[src/rtl/cdb_arbiter.sv]
// Common-data-bus arbiter: per-source result FIFOs for ALU and LSU, one
// round-robin grant per cycle onto a registered CDB, flushed on rollback.
module cdb_arbiter #(
    parameter int DEPTH  = 2,
    parameter int ROB_W  = 5,
    parameter int DATA_W = 32
) (
    input  logic              clk_in,
    input  logic              rst_n_in,
    input  logic              rdy_in,
    input  logic              rollback_flag_in,
    input  logic              alu_valid_in,
    input  logic [ROB_W-1:0]  alu_rob_id_in,
    input  logic [DATA_W-1:0] alu_result_in,
    input  logic              alu_jump_flag_in,
    input  logic [DATA_W-1:0] alu_target_pos_in,
    output logic              alu_ready_out,
    input  logic              lsu_valid_in,
    input  logic [ROB_W-1:0]  lsu_rob_id_in,
    input  logic [DATA_W-1:0] lsu_result_in,
    output logic              lsu_ready_out,
    output logic              cdb_valid_out,
    output logic              cdb_src_out,
    output logic [ROB_W-1:0]  cdb_rob_id_out,
    output logic [DATA_W-1:0] cdb_result_out,
    output logic              cdb_jump_flag_out,
    output logic [DATA_W-1:0] cdb_target_pos_out
);

    localparam int PTR_W = $clog2(DEPTH);
    localparam int CNT_W = PTR_W + 1;

    logic [ROB_W-1:0]  alu_rob_mem [DEPTH];
    logic [DATA_W-1:0] alu_res_mem [DEPTH];
    logic              alu_jump_mem[DEPTH];
    logic [DATA_W-1:0] alu_tgt_mem [DEPTH];
    logic [ROB_W-1:0]  lsu_rob_mem [DEPTH];
    logic [DATA_W-1:0] lsu_res_mem [DEPTH];

    logic [PTR_W-1:0] alu_rptr_reg, alu_wptr_reg, lsu_rptr_reg, lsu_wptr_reg;
    logic [CNT_W-1:0] alu_cnt_reg, lsu_cnt_reg, alu_cnt_next, lsu_cnt_next;
    logic             last_grant_reg;

    logic alu_push, lsu_push, grant_alu, grant_lsu, alu_nonempty, lsu_nonempty, active;

    assign alu_ready_out = rdy_in && (alu_cnt_reg < CNT_W'(DEPTH));
    assign lsu_ready_out = rdy_in && (lsu_cnt_reg < CNT_W'(DEPTH));

    // Cycles that may change queue state: out of reset, enabled, not flushing.
    assign active       = rst_n_in && rdy_in && !rollback_flag_in;
    assign alu_nonempty = (alu_cnt_reg != '0);
    assign lsu_nonempty = (lsu_cnt_reg != '0);

    assign alu_push = active && alu_valid_in && alu_ready_out && (alu_rob_id_in != '0);
    assign lsu_push = active && lsu_valid_in && lsu_ready_out && (lsu_rob_id_in != '0);

    // Round-robin: on contention the source that did not win last time goes.
    assign grant_alu = active && alu_nonempty && (!lsu_nonempty || last_grant_reg);
    assign grant_lsu = active && lsu_nonempty && (!alu_nonempty || !last_grant_reg);

    always_comb begin
        alu_cnt_next = alu_cnt_reg;
        lsu_cnt_next = lsu_cnt_reg;
        if (alu_push && !grant_alu) alu_cnt_next = alu_cnt_reg + CNT_W'(1);
        if (!alu_push && grant_alu) alu_cnt_next = alu_cnt_reg - CNT_W'(1);
        if (lsu_push && !grant_lsu) lsu_cnt_next = lsu_cnt_reg + CNT_W'(1);
        if (!lsu_push && grant_lsu) lsu_cnt_next = lsu_cnt_reg - CNT_W'(1);
    end

    // Queue storage carries no reset; occupancy is tracked by the counters.
    always_ff @(posedge clk_in) begin
        if (alu_push) begin
            alu_rob_mem[alu_wptr_reg]  <= alu_rob_id_in;
            alu_res_mem[alu_wptr_reg]  <= alu_result_in;
            alu_jump_mem[alu_wptr_reg] <= alu_jump_flag_in;
            alu_tgt_mem[alu_wptr_reg]  <= alu_target_pos_in;
        end
        if (lsu_push) begin
            lsu_rob_mem[lsu_wptr_reg] <= lsu_rob_id_in;
            lsu_res_mem[lsu_wptr_reg] <= lsu_result_in;
        end
    end

    always_ff @(posedge clk_in) begin
        if (!rst_n_in) begin
            alu_rptr_reg       <= '0;
            alu_wptr_reg       <= '0;
            alu_cnt_reg        <= '0;
            lsu_rptr_reg       <= '0;
            lsu_wptr_reg       <= '0;
            lsu_cnt_reg        <= '0;
            last_grant_reg     <= 1'b1;
            cdb_valid_out      <= 1'b0;
            cdb_src_out        <= 1'b0;
            cdb_rob_id_out     <= '0;
            cdb_result_out     <= '0;
            cdb_jump_flag_out  <= 1'b0;
            cdb_target_pos_out <= '0;
        end else if (rdy_in) begin
            if (rollback_flag_in) begin
                alu_rptr_reg   <= '0;
                alu_wptr_reg   <= '0;
                alu_cnt_reg    <= '0;
                lsu_rptr_reg   <= '0;
                lsu_wptr_reg   <= '0;
                lsu_cnt_reg    <= '0;
                last_grant_reg <= 1'b1;
                cdb_valid_out  <= 1'b0;
            end else begin
                if (alu_push)  alu_wptr_reg <= alu_wptr_reg + PTR_W'(1);
                if (grant_alu) alu_rptr_reg <= alu_rptr_reg + PTR_W'(1);
                if (lsu_push)  lsu_wptr_reg <= lsu_wptr_reg + PTR_W'(1);
                if (grant_lsu) lsu_rptr_reg <= lsu_rptr_reg + PTR_W'(1);
                alu_cnt_reg   <= alu_cnt_next;
                lsu_cnt_reg   <= lsu_cnt_next;
                cdb_valid_out <= grant_alu || grant_lsu;
                if (grant_alu) begin
                    last_grant_reg     <= 1'b0;
                    cdb_src_out        <= 1'b0;
                    cdb_rob_id_out     <= alu_rob_mem[alu_rptr_reg];
                    cdb_result_out     <= alu_res_mem[alu_rptr_reg];
                    cdb_jump_flag_out  <= alu_jump_mem[alu_rptr_reg];
                    cdb_target_pos_out <= alu_tgt_mem[alu_rptr_reg];
                end else if (grant_lsu) begin
                    last_grant_reg     <= 1'b1;
                    cdb_src_out        <= 1'b1;
                    cdb_rob_id_out     <= lsu_rob_mem[lsu_rptr_reg];
                    cdb_result_out     <= lsu_res_mem[lsu_rptr_reg];
                    cdb_jump_flag_out  <= 1'b0;
                    cdb_target_pos_out <= '0;
                end
            end
        end
    end

endmodule

[config.mk]
export PLATFORM = sky130hd
export DESIGN_NAME = cdb_arbiter
export DESIGN_NICKNAME = d
export VERILOG_FILES = /design/src/rtl/cdb_arbiter.sv
export SDC_FILE = /design/constraint.sdc
export NUM_CORES = 1
export LEC_CHECK = 0
export BUFFER_PORTS_ARGS = -buffer_cell sky130_fd_sc_hd__buf_2
export CAP_MARGIN = 20
export CORE_ASPECT_RATIO = 1.5
export CORE_MARGIN = 3
export CORE_UTILIZATION = 50
export CTS_CLUSTER_DIAMETER = 50
export CTS_CLUSTER_SIZE = 8
export DETAILED_ROUTE_END_ITERATION = 16
export PLACE_DENSITY = 0.83
export SLEW_MARGIN = 15
export SYNTH_ARGS = -nofsm -noshare
export SYNTH_HDL_FRONTEND = slang
export SYNTH_SLANG_ARGS = --single-unit
[constraint.sdc]
create_clock -name clk_in -period 9.7 [get_ports clk_in]
set_clock_uncertainty 0.15 [all_clocks]
set_input_delay 1.94 -clock clk_in [delete_from_list [all_inputs] [get_ports clk_in]]
set_output_delay 1.94 -clock clk_in [all_outputs]
set_load 0.1 [all_outputs]
* After elaboration in Yosys (flattened, before gate mapping) *
Memory sizes are Yosys's and may differ from the RTL's. A register that Yosys moved wholly into a read port is not among the register bits.
Index checks and enable logic that the tools add are counted.

storage, ports and cells
  memories = 6
  memory bits (writable) = 214
  bits in registers = 81

operators by class
  reductions and logical operators = 49
  muxes and demuxes = 42
  $lt $le $gt $ge = 2
  add/sub/neg operators = 8
  bitwise operators = 1

memories
  name          depth  bits a word  rd ports  clocked after memory_dff  write ports  RTL line  text
  alu_res_mem   2      32           1         1                         1            34        logic [DATA_W-1:0] alu_res_mem [DEPTH];
  alu_tgt_mem   2      32           1         1                         1            36        logic [DATA_W-1:0] alu_tgt_mem [DEPTH];
  lsu_res_mem   2      32           1         1                         1            38        logic [DATA_W-1:0] lsu_res_mem [DEPTH];
  alu_rob_mem   2      5            1         1                         1            33        logic [ROB_W-1:0] alu_rob_mem [DEPTH];
  lsu_rob_mem   2      5            1         1                         1            37        logic [ROB_W-1:0] lsu_rob_mem [DEPTH];
  alu_jump_mem  2      1            1         1                         1            35        logic alu_jump_mem[DEPTH];

operators by type and width
  cell                                                count
  two-way mux 32 bit                                  4
  two-way mux 1 bit                                   30
  logical AND 1 bit                                   18
  AND reduction 2 bit                                 7
  nonzero test 2 bit                                  7
  two-way mux 2 bit                                   6
  two-way mux 5 bit                                   2
  nonzero test 5 bit                                  2
  nonzero test 3 bit                                  3
  logical NOT 1 bit                                   8
  adder 1 bit (second input constant)                 4
  adder 2 x 1 -> 2 bit (second input constant)        2
  less-than comparator 2 bit (second input constant)  2
  subtractor 2 x 1 -> 2 bit (second input constant)   2
  logical OR 1 bit                                    3
  AND reduction 3 bit                                 1
  NOT 1 bit                                           1

* Depth between registers and ports, before layout *
Gate-level depths: netlist of run 1.

  word-level depth = 9
  depth in mapped cells = 7

* Worst setup path after synthesis of run 1 *
OpenSTA, ideal clock, no wires.

  path kind = input to register
  start = in rst_n_in
  end = mem alu_jump_mem[0], enable pin
  cell stages on the path = 3
  data arrival time = 8890 ps
  buffers on the path = 1
  setup time = 671 ps
  data required time = 8879 ps
  path slack = -11 ps
  cell sequence = buf_2 > nand3b_4 > nor4_1

on the way
  longest elaborated chain between the ends = 7

ends and longest elaborated chain
  item                                     RTL line  text
  from (decl)                              9         input logic rst_n_in,
  logical AND 1 bit (2 in a row)           50        assign active = rst_n_in && rdy_in && !rollback_flag_in;
  logical AND 1 bit (3 in a row)           54        assign alu_push = active && alu_valid_in && alu_ready_out && (alu_rob_id_in != '0);
  two-way mux 1 bit                        72        if (alu_push) begin
  two-way mux 1 bit (implied by the code)  75        alu_jump_mem[alu_wptr_reg] <= alu_jump_flag_in;
  to (decl)                                35

Every way passes these cells.

* Final worst setup path of run 1 *
  start = in rdy_in
  end = out alu_ready_out

on the way
  longest elaborated chain between the ends = 1

ends and longest elaborated chain
  item               RTL line  text
  from (decl)        10        input logic rdy_in,
  logical AND 1 bit  46        assign alu_ready_out = rdy_in && (alu_cnt_reg < CNT_W'(DEPTH));
  to (decl)          17        output logic alu_ready_out,

Every way passes these cells.

==> run_results.csv, run 1 <==
group,metric,value,unit
synthesis,ys.flop_type,"edfxtp_1",
cts,cts_resized,0,
cts,htree_levels,2,
final_layout,nets,971,
routing,post-route-drc-count,0,
final_layout,final_util,64.0,%
pwr,power,0.00284,W
synthesis,ys_seq_area_share,75.9,%
final_layout,final_common_cell,"edfxtp_1",
cts,cts_tree,"built",
global_route,grt_util_all_layers,20.3,%
cts,clock_path_buffers,3,
synthesis,avgSynthCellArea,16.3,um^2
critical_path,timing.rr.start,"alu_cnt_reg[1]$_SDFFE_PN0P_",
critical_path,critPathLaunchType,"input port",
synthesis,yosys_warnings,0,
worst_hold_path,min_from,"cdb_valid_out$_SDFFE_PN0P_",
placed_design,numPortBuffers,186,
die,ioPinCount,187,
cts,numCtsBuffers,43,
cts,clk_latency,0.51,ns
timing,timing.fmax,0.203,GHz
cts,cts.reportedPaths.clkPinSlew,0.05,ns
final_layout,layout_common_cells,"214 x edfxtp_1, 186 x buf_2, 81 x dfxtp_1, 74 x mux2i_1, 46 x o21ai_0",
pwr,power.density,215,nW/um^2
outcome,outcome,"finished clean",
worst_hold_path,hold_path_class,"register to register",
routing,drtAntennaViolNets,0,
synthesis,synth_cell_types,38,
critical_path,rr_endpoint,"cdb_result_out[8]$_SDFFE_PN0P_",
die,start_util,51.6,%
synthesis,yosys-top-cells-area,"edfxtp_1 60%, dfxtp_1 16%, mux2i_1 6.9%",
timing,rsz0062_at_grt,"no",
timing,tns,0,ns
synthesis,synth_top_area_cell,"edfxtp_1",
final_layout,syn_to_final_growth,24.0,%
cts,cts-root-buf,"clkbuf_16",
timing,relSlewSlack,28.9,%
synthesis,syn-num-nets,768,
final_layout,fill_cells,1549,
placed_design,dp.final_hpwl,14200,um
synthesis,ys_ff_latch,297,
synthesis,syn_inst,655,
job,cap_violations,0,
die,core_area,20700,um^2
cts,hold_buffers,0,
synthesis,synthArstFlopShare,0,%
pwr,peakVddDrop,0.152,mV
routing,drt_iter0_markers,485,
critical_path,crit_required,7.61,ns
worst_hold_path,worstHoldEndpoint,"cdb_valid_out$_SDFFE_PN0P_",
critical_path,reg2regPathDepth,5,
final_layout,reg_top3,"alu_res_mem: 64 flops, alu_tgt_mem: 64 flops, lsu_res_mem: 64 flops",
synthesis,synth_top_area_share,60.3,%
synthesis,synth-edff-count,214,
global_route,grt_max_degree,71,
pwr,leakagePower,4.75,nW
critical_path,crit_type,"input port to primary output",
timing,finalSetupViolations,0,
critical_path,rrSetupSlack,6.88,ns
timing,min_period,4.93,ns
die,die_x,125,um
die,rows,64,
worst_hold_path,hold_depth,2,
critical_path,path_max_fanout,7,
global_route,grt_pass1_vias,7024,
timing,hold_viol,0,
critical_path,cp.arrival,2.84,ns
placed_design,place_congestion,0.779,
routing,viasPerCell,5.57,
die,die-area,23100,um^2
final_layout,drive_above_1_share,32.5,%
critical_path,worstSetupEndpointType,"primary output",
timing,drv_slew,0,
cts,cts_setup_buffers,0,
routing,vias,6499,
synthesis,syn_area,10700,um^2
timing,timing.final.crit_share,50.8,%
die,die_h,185,um
routing,wl_per_cell,20.5,um
timing,tightest_slew,1.07,ns
global_route,antenna_found_initial,9,
global_route,gr-total-overflow,0,
routing,routed_wirelength,24000,um
cts,cts.sinks,297,
global_route,grt_pass1_wl,36800,um
routing,drtPass1Iterations,4,
-- cell usage after synthesis (all sizes together) (3+ instances only) --
| cell type | n |
|---|---|
| o21ai | 47 |
| a221oi | 37 |
| o211a | 3 |
| a21oi | 5 |
| edfxtp | 214 |
| dfxtp | 83 |
| nand2 | 8 |
| mux2 | 33 |
| nor4 | 3 |
| buf | 17 |
| nor2b | 3 |
| a22oi | 33 |
| mux2i | 74 |
| clkbuf | 22 |
| nor2 | 47 |
-- report_power, final --
part | internal, W | switching, W | leakage (nW)
Clock | 0.000847 | 0.000508 | 0.596
Sequential | 0.00138 | 0.00000530 | 2.60
Combinational | 0.0000331 | 0.0000722 | 1.55
Total | 0.00226 | 0.000585 | 4.75
-- worst max-delay path: stages --
cell and delay, ns:
buf_2 0.17, inv_1 0.15, nor2_1 0.13, buf_2 0.44
-- worst max-delay path by stage --
stage	from	depth (start not counted)	endpoint	slack (ns)
global placement	rdy_in	4	alu_ready_out	4.83
global route	rdy_in	4	lsu_ready_out	4.71
detailed placement	rdy_in	4	lsu_ready_out	4.78
floorplan	rst_n_in	3	alu_jump_mem[0]$_DFFE_PP_	2.92
finish	rdy_in	4	alu_ready_out	4.77
CTS	rdy_in	4	lsu_ready_out	4.77
-- layout make-up --
| class | instances | area, um^2 | share of cell area, % |
|---|---|---|---|
| clock buffer | 76 | 1220 | 9.24 |
| antenna | 10 | 25.0 | 0.189 |
| inverter | 3 | 11.3 | 0.0852 |
| sequential | 297 | 8090 | 61.2 |
| multi-input combinational | 316 | 2450 | 18.5 |
| timing repair buffer | 197 | 1060 | 8.01 |
| clock inverter | 3 | 33.8 | 0.256 |
| tap | 264 | 330 | 2.50 |
-- layer usage --
layer	GRT usage, %	part of all wire (%)	up-vias
li1	-	-	2984
met1	22.0	36	3235
met2	37.5	55	224
met3	4.07	5.3	54
met4	10.1	3.5	2
met5	0	0.038	-
-- cells by family (layout without fill, tap and decap cells) --
logic type / after synthesis / after routing / share of synthesized area [%]
flip-flops: 297 / 297 / 75.9
AO/OA/AOI/OAI: 133 / 133 / 8.76
multiplexers: 107 / 107 / 10.4
AND/OR/NAND/NOR: 75 / 75 / 3.22
buffers and inverters: 42 / 279 / 1.63
XOR/XNOR: 1 / 1 / 0.0822
other: 0 / 10 / 0
-- stage by stage --
stage	hold slack, ns	cell area (um^2)	setup WS, ns	instances
2_1_floorplan	0.326	10700	2.92	655
3_3_place_gp	0.294	11900	4.83	1074
3_5_place_dp	0.298	11900	4.78	1075
4_1_cts	0.306	13100	4.77	1154
5_1_grt	0.338	13200	4.71	1164
6_report	0.305	13200	4.77	1166
Note: power is estimated with default switching activity, not from simulation.
==> run 2, diff against run 1 <==
==> constraint.sdc (replaced) <==
create_clock -name clk_in -period 4.3 [get_ports clk_in]
set_clock_uncertainty 0.15 [all_clocks]
set_input_delay 0.86 -clock clk_in [delete_from_list [all_inputs] [get_ports clk_in]]
set_output_delay 0.86 -clock clk_in [all_outputs]
set_load 0.1 [all_outputs]
==> run 2 against run 1 <==
Sequential power rose by 130%. Largest cell class unchanged. Flip-flop and latch count did not move. Core utilization barely moved. Non-clock buffer count did not move. Die area did not move. Critical endpoint is now lsu_ready_out. Final area barely moved. Largest power group unchanged. Clock power rose by 130%. First-iteration DRC count fell by 16%. Via count rose by 1.1%. Combinational power rose by 130%.
==> run_results.csv, run 2 (synthesized netlist as in run 1, its figures left out) <==
group,metric,value,unit
pwr,leakagePower,4.76,nW
die,start_util,51.6,%
timing,tightest_slew,1.05,ns
pwr,peakVddDrop,0.439,mV
cts,clk_latency,0.51,ns
global_route,grt_pass1_vias,6859,
pwr,seqPwrFrac,48.7,%
final_layout,final_common_cell,"edfxtp_1",
timing,timing.final.crit_share,65.4,%
global_route,grt_util_all_layers,20.5,%
die,die-area,23100,um^2
critical_path,timing.rr.start,"lsu_cnt_reg[1]$_SDFFE_PN0P_",
placed_design,numPortBuffers,186,
cts,htree_levels,2,
final_layout,fill_cells,1478,
routing,post-route-drc-count,0,
timing,timing.fmax,0.356,GHz
cts,clock_path_buffers,3,
job,cap_violations,0,
final_layout,layout_common_cells,"214 x edfxtp_1, 186 x buf_2, 81 x dfxtp_1, 74 x mux2i_1, 46 x o21ai_0",
final_layout,syn_to_final_growth,24.1,%
critical_path,crit_required,3.29,ns
cts,cts_setup_buffers,0,
cts,cts_resized,0,
critical_path,crit_start,"rdy_in",
critical_path,path_common_cell,"buf_2",
critical_path,cp.arrival,1.80,ns
global_route,grt_pass1_wl,37100,um
die,ioPinCount,187,
pwr,swShare,20.1,%
routing,viasPerCell,5.68,
critical_path,critPathLaunchType,"input port",
global_route,antenna_found_initial,4,
critical_path,cp_slowest_cell,"buf_2",
placed_design,dp.final_hpwl,14700,um
critical_path,worstSetupEndpointType,"primary output",
critical_path,rrSetupSlack,1.91,ns
die,core_area,20700,um^2
placed_design,place_congestion,0.821,
critical_path,path_max_fanout,7,
timing,drv_slew,0,
die,rows,64,
die,die_x,125,um
routing,drtAntennaViolNets,0,
cts,cts_tree,"built",
pwr,p_sw,0.00129,W
outcome,outcome,"finished clean",
global_route,gr-total-overflow,0,
routing,drt_iter0_markers,405,
global_route,grt_max_degree,71,
critical_path,rr_endpoint,"lsu_res_mem[0][23]$_DFFE_PP_",
cts,cts-root-buf,"clkbuf_16",
timing,finalSetupViolations,0,
pwr,power.density,485,nW/um^2
final_layout,final_util,64.0,%
worst_hold_path,hold_path_class,"register to register",
pwr,p_comb_share,3.7,%
cts,numCtsBuffers,43,
critical_path,slowest_delay,0.45,ns
timing,tns,0,ns
pwr,p_int,0.00512,W
timing,rsz0062_at_grt,"no",
routing,vias,6570,
cts,cts.sinks,297,
critical_path,crit_type,"input port to primary output",
critical_path,cp-endpoint,"lsu_ready_out",
die,die_h,185,um
timing,hold_viol,0,
critical_path,worstPathCellList,"buf_2 > inv_1 > nor2_1 > buf_2",
final_layout,nets,971,
cts,cts.reportedPaths.clkPinSlew,0.05,ns
final_layout,drive_above_1_share,32.6,%
routing,drtPass1Iterations,5,
routing,routed_wirelength,24100,um
final_layout,reg_top3,"alu_res_mem: 64 flops, alu_tgt_mem: 64 flops, lsu_res_mem: 64 flops",
routing,wl_per_cell,20.9,um
timing,relSlewSlack,29.8,%
critical_path,reg2regPathDepth,4,
cts,hold_buffers,0,
pwr,clkPwrFrac,47.6,%
timing,min_period,2.81,ns
-- run 2: through the flow --
step / cell area [um^2] / power, W / cells / worst slack, ns / hold slack, ns
after detailed placement: 11900 / 0.00341 / 1075 / 1.05 / 0.309
after global placement: 11900 / 0.00340 / 1074 / 1.12 / 0.299
after floorplan: 10700 / 0.00330 / 655 / 0.257 / 0.326
after global routing: 13200 / 0.00661 / 1156 / 1.43 / 0.349
after CTS: 13200 / 0.00647 / 1151 / 1.49 / 0.320
final: 13200 / 0.00641 / 1156 / 1.49 / 0.318
-- run 2: worst max-delay path, delay by kind of cell --
kind	cells	cell delay, ns
simple gates	1	0.15
buf+inv	3	0.80
-- run 2: final cells by class --
class | count | area, um^2 | share of cell area (%)
sequential | 297 | 8090 | 61.2
multi-input combinational | 316 | 2450 | 18.5
clock buffer | 75 | 1250 | 9.44
timing repair buffer | 197 | 1080 | 8.16
tap | 264 | 330 | 2.50
inverter | 3 | 11.3 | 0.0852
clock inverter | 1 | 7.51 | 0.0568
antenna | 3 | 7.51 | 0.0568
-- run 2: routing by layer --
| metal | share of wire, % | global-route usage [%] |
|---|---|---|
| met1 | 37 | 24.0 |
| met2 | 54 | 36.3 |
| met3 | 5.9 | 4.36 |
| met4 | 3.8 | 9.77 |
| met5 | 0.037 | 0 |
-- run 2: power by group through the flow --
stage	registers [W]	logic, W	clock network (W)
floorplan	0.00322	0.0000776	0
global placement	0.00318	0.000227	0
detailed placement	0.00318	0.000236	0
CTS	0.00312	0.000237	0.00311
global route	0.00312	0.000253	0.00324
finish	0.00312	0.000238	0.00305
-- run 2: how the worst min path moves through the flow --
stage / from / end / slack [ns] / cells past startpoint
3_3_place_gp: cdb_valid_out$_SDFFE_PN0P_ / cdb_valid_out$_SDFFE_PN0P_ / 0.30 / 2
3_5_place_dp: cdb_valid_out$_SDFFE_PN0P_ / cdb_valid_out$_SDFFE_PN0P_ / 0.31 / 2
2_1_floorplan: lsu_rptr_reg$_SDFFE_PN0P_ / register / 0.33 / 2
6_report: cdb_valid_out$_SDFFE_PN0P_ / cdb_valid_out$_SDFFE_PN0P_ / 0.32 / 2
4_1_cts: cdb_valid_out$_SDFFE_PN0P_ / cdb_valid_out$_SDFFE_PN0P_ / 0.32 / 2
5_1_grt: cdb_src_out$_SDFFE_PN0P_ / cdb_src_out$_SDFFE_PN0P_ / 0.35 / 1
==> run 3, diff against run 2 <==
--- a/config.mk
+++ b/config.mk
@@ -5,6 +5,7 @@
 export SDC_FILE = /design/constraint.sdc
 export NUM_CORES = 1
 export LEC_CHECK = 0
+export ABC_AREA = 1
 export BUFFER_PORTS_ARGS = -buffer_cell sky130_fd_sc_hd__buf_2
 export CAP_MARGIN = 20
 export CORE_ASPECT_RATIO = 1.5
==> constraint.sdc (replaced) <==
create_clock -name clk_in -period 2.5 [get_ports clk_in]
set_clock_uncertainty 0.15 [all_clocks]
set_input_delay 0.5 -clock clk_in [delete_from_list [all_inputs] [get_ports clk_in]]
set_output_delay 0.5 -clock clk_in [all_outputs]
set_load 0.1 [all_outputs]
==> run 3 against run 2 <==
Combinational power grew to 3.1 times the previous value. Power is 78% higher. Flip-flop and latch count stayed put. Final cell count is 23% higher.
==> run_results.csv, run 3 <==
group,metric,value,unit
critical_path,crit_required,1.85,ns
synthesis,synth_cell_types,26,
critical_path,worstSetupEndpointType,"primary output",
routing,vias,7374,
pwr,swShare,22.5,%
die,die-area,24400,um^2
job,cap_violations,0,
pwr,seqPwrFrac,47.1,%
synthesis,ys_ff_latch,297,
synthesis,yosys_warnings,0,
pwr,clkPwrFrac,46.4,%
synthesis,synth.most_common_cell,"edfxtp_1",
synthesis,syn_area,11300,um^2
timing,timing.final.crit_share,84.1,%
synthesis,ys_seq_area_share,71.9,%
routing,routed_wirelength,25600,um
synthesis,synth-edff-count,214,
cts,cts_setup_buffers,0,
routing,drtPass1Iterations,4,
timing,relSlewSlack,55.3,%
synthesis,synth_top_area_cell,"edfxtp_1",
pwr,p_sw,0.00257,W
placed_design,numPortBuffers,186,
critical_path,crit_type,"register to primary output",
final_layout,syn_to_final_growth,22.9,%
pwr,peakVddDrop,0.608,mV
final_layout,final_util,63.2,%
synthesis,syn_inst,907,
synthesis,synth_common_cells,"214 x edfxtp_1, 196 x nand2_1, 148 x nor2_1",
timing,min_period,2.10,ns
cts,clock_path_buffers,3,
cts,hold_buffers,0,
synthesis,yosys-top-cells-area,"edfxtp_1 57%, dfxtp_1 15%, nand2_1 6.5%",
synthesis,ys.flop_type,"edfxtp_1",
pwr,power.density,826,nW/um^2
global_route,grt_pass1_vias,7709,
synthesis,synth_top_family_by_area,"simple AND/OR/NAND/NOR gates",
timing,timing.fmax,0.476,GHz
synthesis,avgSynthCellArea,12.4,um^2
synthesis,synth-simple-area-share,13.8,%
die,rows,66,
final_layout,nets,1226,
die,die_x,129,um
routing,drt_iter0_markers,363,
timing,hold_viol,0,
timing,finalSetupViolations,0,
final_layout,layout_common_cells,"214 x edfxtp_1, 195 x nand2_1, 186 x buf_2, 143 x nor2_1, 81 x dfxtp_1",
routing,viasPerCell,5.19,
global_route,grt_max_degree,57,
synthesis,synth.area.mux_share,3.70,%
critical_path,cp.arrival,1.45,ns
synthesis,synthAdderAreaFrac,0,%
pwr,p_int,0.00886,W
synthesis,synthArstFlopShare,0,%
timing,tightest_slew,0.671,ns
die,die_h,190,um
cts,cts_tree,"built",
critical_path,critPathLaunchType,"register",
global_route,grt_util_all_layers,20.8,%
die,ioPinCount,187,
pwr,p_comb_share,6.5,%
placed_design,post-place-ws,0.247,ns
cts,cts-root-buf,"clkbuf_16",
die,core_area,21900,um^2
routing,wl_per_cell,18.0,um
final_layout,drive_above_1_share,31.5,%
pwr,leakagePower,5.33,nW
critical_path,path_max_fanout,3,
timing,rsz0062_at_grt,"no",
synthesis,synth_top_area_share,57.1,%
final_layout,final_common_cell,"edfxtp_1",
global_route,antenna_found_initial,3,
global_route,gr-total-overflow,0,
die,start_util,51.4,%
cts,cts_resized,0,
timing,setup_slack,0.398,ns
routing,post-route-drc-count,0,
cts,numCtsBuffers,43,
cts,clk_latency,0.51,ns
timing,drv_slew,0,
global_route,grt_pass1_wl,39700,um
cts,htree_levels,2,
cts,cts.reportedPaths.clkPinSlew,0.05,ns
worst_hold_path,hold_path_class,"input port to register",
outcome,outcome,"finished clean",
final_layout,reg_top3,"alu_res_mem: 64 flops, alu_tgt_mem: 64 flops, lsu_res_mem: 64 flops",
placed_design,dp.final_hpwl,16200,um
synthesis,synth_xor_area_share,0.0778,%
synthesis,syn-num-nets,1020,
placed_design,place_congestion,0.818,
routing,drtAntennaViolNets,0,
cts,cts.sinks,297,
synthesis,synth_compound_area_share,7.56,%
-- run 3: critical path, stage by stage, from the launching register on --
cell and delay (ns):
dfxtp_1 0.33, nor2_1 0.13, buf_2 0.47
-- run 3: power groups by stage --
stage	logic, W	clock network, W	registers, W
3_3_place_gp	0.000727	0	0.00548
2_1_floorplan	0.000251	0	0.00575
3_5_place_dp	0.000742	0	0.00548
4_1_cts	0.000747	0.00537	0.00539
6_report	0.000743	0.00530	0.00539
5_1_grt	0.000790	0.00562	0.00539
-- run 3: routing by layer --
layer / global-route usage [%] / vias to the layer above / part of all wire (%)
met5: 0 / - / 0
met4: 9.58 / 0 / 3.9
met3: 3.90 / 68 / 5.5
met2: 37.4 / 212 / 54
met1: 23.7 / 3537 / 37
li1: - / 3557 / -
-- run 3: cell type report --
cell class              instances  area, um^2
repair buffers                208        1200
clock buffers                  77        1250
fillers                      1615        8050
multi-input cells             545        2870
diodes                          3        7.51
well taps                     272         340
flip-flops and latches        297        8090
inverters                      18        72.6
clock inverters                 2        8.76
-- run 3: kinds of logic after synthesis --
| kind of cell | count (synthesis) |
|---|---|
| flip-flops | 297 |
| multiplexers | 37 |
| buffers and inverters | 65 |
| AND/OR/NAND/NOR | 386 |
| AO/OA/AOI/OAI | 121 |
| XOR/XNOR | 1 |
-- run 3: final timing paths --
check	endpoint	cells after the start	from	slack, ns
worst max register to register	cdb_target_pos_out[4]$_SDFFE_PN0P_	10	lsu_cnt_reg[1]$_SDFFE_PN0P_	0.49
worst min register to register	register	1	alu_rptr_reg$_SDFFE_PN0P_	0.30
worst min-delay path	lsu_res_mem[0][11]$_DFFE_PP_	1	lsu_result_in[11]	0.02
worst max-delay path	lsu_ready_out	2	lsu_cnt_reg[1]$_SDFFE_PN0P_	0.40
-- run 3: stage by stage --
step / hold slack, ns / instances / setup TNS (ns) / instance area [um^2] / total power, W
final: 0.0240 / 1422 / 0 / 13800 / 0.0114
after global routing: 0.00878 / 1422 / 0 / 13800 / 0.0118
after CTS: 0.00940 / 1419 / 0 / 13800 / 0.0115
after detailed placement: 0.293 / 1340 / 0 / 12600 / 0.00622
after global placement: 0.288 / 1340 / 0 / 12600 / 0.00621
after floorplan: 0.279 / 907 / -88.63 / 11300 / 0.00600
